===== config.mk =====
export PLATFORM = sky130hd
export DESIGN_NAME = dff_onboth_drv
export DESIGN_NICKNAME = d
export VERILOG_FILES = /design/src/rtl/dff_onboth_drv.sv
export SDC_FILE = /design/constraint.sdc
export NUM_CORES = 1
export LEC_CHECK = 0
export BUFFER_PORTS_ARGS = -buffer_cell sky130_fd_sc_hd__buf_4
export CORE_UTILIZATION = 53
export DETAILED_ROUTE_END_ITERATION = 6
export GPL_TIMING_DRIVEN = 0
export MAX_ROUTING_LAYER = met4
export PLACE_DENSITY_LB_ADDON = 0.25
export REMOVE_ABC_BUFFERS = 1
export SETUP_SLACK_MARGIN = 0.1
export SLEW_MARGIN = 40
export SYNTH_ARGS = -nofsm -noshare
export SYNTH_HDL_FRONTEND = slang
export SYNTH_SLANG_ARGS = --single-unit
export TNS_END_PERCENT = 100

===== constraint.sdc =====
create_clock -name clk -period 3.1 [get_ports clk]
set_input_delay 0.31 -clock clk [delete_from_list [all_inputs] [get_ports clk]]
set_output_delay 0.31 -clock clk [all_outputs]
set_load 0.02 [all_outputs]

===== src/rtl/dff_onboth_drv.sv =====
// dff_onboth_drv: initiator for the three-phase `do` handshake.
// Peer checking is built only when DFF_ONBOTH_DRV_CHECK_EN is defined.
module dff_onboth_drv #(
  parameter int LEN_W   = 8,
  parameter int GAP_CYC = 2
) (
  input  logic             clk,
  input  logic             rst_n,
  input  logic             start,
  input  logic [LEN_W-1:0] len,
  output logic             do_o,
  input  logic             peer_g,
  input  logic             peer_x,
  input  logic             peer_f,
  input  logic             peer_r,
  output logic             busy,
  output logic             done,
  output logic             err,
  output logic [2:0]       err_code
);

  localparam int GW = $clog2(GAP_CYC + 2);

  typedef enum logic [2:0] {
    S_IDLE,
    S_DRIVE,
    S_RELEASE,
    S_LAST_CHK,
    S_TAIL,
    S_GAP
  } state_t;

  state_t           r_state;
  state_t           w_next;
  logic [LEN_W-1:0] r_cnt;
  logic [GW-1:0]    r_gcnt;
  logic             r_do;
  logic             r_busy;
  logic             r_done;
  logic             w_accept;

  assign w_accept = (r_state == S_IDLE) && start
                  && (len != '0);

  // next-state decode for the burst sequence
  always_comb begin
    w_next = r_state;
    unique case (r_state)
      S_IDLE: begin
        if (w_accept) w_next = S_DRIVE;
      end
      S_DRIVE: begin
        if (r_cnt == '0) w_next = S_RELEASE;
      end
      S_RELEASE:  w_next = S_LAST_CHK;
      S_LAST_CHK: w_next = S_TAIL;
      S_TAIL: begin
        if (GAP_CYC > 0) w_next = S_GAP;
        else             w_next = S_IDLE;
      end
      S_GAP: begin
        if (r_gcnt == GW'(GAP_CYC - 1))
          w_next = S_IDLE;
      end
      default: w_next = S_IDLE;
    endcase
  end

  // state register
  always_ff @(posedge clk or negedge rst_n) begin
    if (!rst_n) r_state <= S_IDLE;
    else        r_state <= w_next;
  end

  // burst length counter, loaded with len-1 on accept
  always_ff @(posedge clk or negedge rst_n) begin
    if (!rst_n) begin
      r_cnt <= '0;
    end else if (w_accept) begin
      r_cnt <= len - 1'b1;
    end else if (r_state == S_DRIVE
                 && r_cnt != '0) begin
      r_cnt <= r_cnt - 1'b1;
    end
  end

  // gap counter, cleared while in TAIL
  always_ff @(posedge clk or negedge rst_n) begin
    if (!rst_n) begin
      r_gcnt <= '0;
    end else if (r_state == S_TAIL) begin
      r_gcnt <= '0;
    end else if (r_state == S_GAP) begin
      r_gcnt <= r_gcnt + 1'b1;
    end
  end

  // do/busy follow the next state; done marks entry into TAIL
  always_ff @(posedge clk or negedge rst_n) begin
    if (!rst_n) begin
      r_do   <= 1'b0;
      r_busy <= 1'b0;
      r_done <= 1'b0;
    end else begin
      r_do   <= (w_next == S_DRIVE);
      r_busy <= (w_next != S_IDLE);
      r_done <= (r_state == S_LAST_CHK);
    end
  end

  assign do_o = r_do;
  assign busy = r_busy;
  assign done = r_done;

`ifdef DFF_ONBOTH_DRV_CHECK_EN
  logic       r_first;
  logic       r_err;
  logic [2:0] r_code;
  logic       w_fail;
  logic [2:0] w_fcode;

  // per-state protocol check of the responder
  always_comb begin
    w_fail  = 1'b0;
    w_fcode = 3'd0;
    unique case (r_state)
      S_DRIVE: begin
        if (r_first && !peer_g) begin
          w_fail  = 1'b1;
          w_fcode = 3'd1;
        end else if (!r_first && !peer_r) begin
          w_fail  = 1'b1;
          w_fcode = 3'd2;
        end
      end
      S_RELEASE: begin
        if (!peer_x) begin
          w_fail  = 1'b1;
          w_fcode = 3'd3;
        end else if (!peer_r) begin
          w_fail  = 1'b1;
          w_fcode = 3'd2;
        end
      end
      S_LAST_CHK: begin
        if (!(peer_f && peer_g)) begin
          w_fail  = 1'b1;
          w_fcode = 3'd4;
        end
      end
      S_TAIL: begin
        if (!peer_r) begin
          w_fail  = 1'b1;
          w_fcode = 3'd5;
        end
      end
      default: begin
        w_fail  = 1'b0;
        w_fcode = 3'd0;
      end
    endcase
  end

  // first-DRIVE-cycle marker
  always_ff @(posedge clk or negedge rst_n) begin
    if (!rst_n)        r_first <= 1'b0;
    else if (w_accept) r_first <= 1'b1;
    else               r_first <= 1'b0;
  end

  // sticky error, first code per burst wins
  always_ff @(posedge clk or negedge rst_n) begin
    if (!rst_n) begin
      r_err  <= 1'b0;
      r_code <= 3'd0;
    end else if (w_accept) begin
      r_err  <= 1'b0;
      r_code <= 3'd0;
    end else if (w_fail && !r_err) begin
      r_err  <= 1'b1;
      r_code <= w_fcode;
    end
  end

  assign err      = r_err;
  assign err_code = r_code;
`else
  logic w_unused;
  assign w_unused = &{1'b0, peer_g, peer_x,
                      peer_f, peer_r};
  assign err      = 1'b0;
  assign err_code = 3'd0;
`endif

endmodule


==> flow_summary.yaml <==
pwr:
  vdd_drop_max_uv: 497
  cellPowerDensity_nw_per_um2: 843
  finalPower_uw: 1000
  p_leak_uw: 0.000470
routing:
  via_count: 921
  first_pass_iters: 4
  wirelength_mm: 2.23
  viasPerCell: 6.06
  drc: 0
  wl_per_cell_um: 14.7
  drt-initial-drc-count: 44
  antenna_left: 0
synthesis:
  synth_top_flop_cell: "dfrtp_1"
  synth-seq-cells: 16
  async_reset_ff_frac: 1.00
  synth.area.mux_share: 0.0293
  synth_fa_ha_area_frac: 0.0234
  ys_top_cells_by_area: "dfrtp_1 (37%), o211ai_1 (3.5%), buf_4 (2.8%), nor2_1 (2.8%), or4_1 (2.8%)"
  synth_top_family_by_area: "simple AND/OR/NAND/NOR gates"
  yosysTopAreaCellShare: 0.375
  synth_edf_count: 0
  yosysSeqAreaShare: 0.375
  synth_xor_area_frac: 0.0410
  synth_cells: 115
  avgSynthCellArea_um2: 9.29
  synth_compound_area_frac: 0.201
  netlist_area_um2: 1070
  yosysTopAreaCell: "dfrtp_1"
  synth.distinct_cells: 45
  yosys_warnings: 0
  synth-simple-area-share: 0.261
worst_setup_path:
  worstReg2RegStart: "r_state[2]"
  worstSetupEndpointType: "flop"
  critical_path.top_delay_family: "simple AND/OR/NAND/NOR gates"
  slowest_stage: "or4b_1"
  critPathMaxStageDelay_ps: 630
  path_class: "reg -> reg"
  crit_buf_inv: 0
  cp_max_fo: 11
  crit_chain: "or4b_1, a21oi_2, mux2i_1, ha_1, o21ai_1, or4_1, o211ai_1"
  r2r_end: "r_cnt[6]"
  required_ps: 3310
  r2r_slack_ps: 350
  worstSetupStartpointType: "flop"
  cp.arrival_ps: 2970
  worstRegToRegCells: 7
  cp-startpoint: "r_state[2]"
timing:
  skew_ps: 3.25
  setup_viol: 0
  worstMarginPinSlew_ps: 641
  slew-limit-headroom: 0.569
  finalHoldViolations: 0
  period_share: 0.888
  report.final.slew_viol_count: 0
  period_needed_ps: 2750
  fin_setup_tns_ps: 0
  fmax_mhz: 363
  rsz0062_at_grt: "false"
die:
  die_x_um: 46.9
  core-area_um2: 1800
  die_area_um2: 2200
  ios: 22
  die_h_um: 46.9
  start_util: 0.593
  rows: 15
clocking:
  cts_buffer_depth: 2
  path_clk_slew_ps: 90
  clock_sinks: 16
  postCtsSetupRepairBufs: 0
  cts_tree: "built"
  cts_made_buffers: 3
  ctsRootBufferMaster: "clkbuf_4"
  cts_max_level: 1
  clock_latency_ps: 290
layout:
  final_common_cell: "dfrtp_1"
  final_util: 0.660
  drive_above_1_share: 0.197
  fillers: 174
  n_antenna_cell: 0
  multi_input_area_um2: 613
  syn2layout_area_growth_pct: 11.4
  regArea_um2: 400
  layout_common_cells: "dfrtp_1 (16), buf_4 (13), nor2_1 (8)"
  nets: 146
grt:
  overflow: 0
  grt_pass1_wl_mm: 3.66
  grt_max_degree: 17
  grt_pass1_vias: 825
  antenna_found_initial: 0
  grt_usage: 0.247
placement:
  hpwl_mm: 1.73
  place_congestion: 0.963
  portBuffers: 13
run:
  maxCapViolCount: 0
worst_hold_path:
  min-delay-start: "len[7]"
  min_to: "r_cnt[7]"
  min_path_type: "in -> reg"
  worstHoldPathCells: 3
status:
  status: "finished, final reports clean"
[cell families after synthesis]
family	count (synthesis)
compound gates	30
xor+xnor	5
fa+ha+maj	2
buf+inv	12
flops	16
mux	3
other cells	1
simple gates	46
[where the power goes]
group          switching, µW  leakage, µW  internal, µW  total, µW
Combinational            280     0.000262           231        511
Clock                   63.6    0.0000138          45.2        109
Sequential              87.4     0.000194           296        384
[synth_stat cells (2+ instances only)]
master    number
dfrtp_1       16
nor2_1         8
a21oi_1        5
nand2_1        5
o211ai_1       5
o21ai_0        5
buf_4          4
inv_1          4
or4_1          4
nand2b_1       3
nand4_1        3
nor2b_1        3
nor3_1         3
nor4_1         3
or2_2          3
xnor2_1        3
a21oi_2        2
buf_2          2
ha_1           2
mux2i_1        2
nor3b_1        2
o21ai_1        2
o311ai_1       2
or3_1          2
xor2_1         2
[layout make-up]
class                      count  share of cell area
inverter                       4              0.0126
sequential                    16               0.336
multi-input combinational     90               0.515
timing repair buffer          14              0.0904
tap                           25              0.0263
clock buffer                   3              0.0189
[how the worst max path moves through the flow]
stage                    end  slack [ps]  depth (start not counted)
floorplan           r_cnt[6]         640                          7
global placement    r_cnt[6]         410                          7
detailed placement  r_cnt[6]         370                          7
CTS                 r_cnt[6]         350                          7
global route        r_cnt[6]         200                          7
finish              r_cnt[6]         350                          7
[what timing repair did]
item,CTS,global route
hold buffers,1,0
endpoints found under the hold margin,16,0
gates resized for setup,0,0
[flip-flops by register name, indices dropped and copies added, names as in the netlist]
register	cells
busy	1
do_o	1
done	1
r_cnt	8
r_gcnt	2
r_state	3
[metrics by stage]
step	hold slack [ps]	cells	setup WS, ps	instance area (µm²)
after global routing	356	152	198	1190
after detailed placement	180	148	373	1150
final	338	152	346	1190
after floorplan	14.4	110	636	1020
after global placement	178	148	412	1150
after CTS	336	152	351	1190
[worst reg2reg max path, cell delays in order (launching register included)]
cell	delay (ps)
dfrtp_1	500
or4b_1	630
a21oi_2	250
mux2i_1	270
ha_1	250
o21ai_1	190
or4_1	510
o211ai_1	90
[per-layer routing]
metal	share of wire	routed length, µm	track usage
met5	0	0	-
met2	0.50	1110	0.406
met1	0.45	992	0.318
met3	0.053	118	0.0577
met4	0.0027	6	0.0343
(Power assumes the default switching activity.)
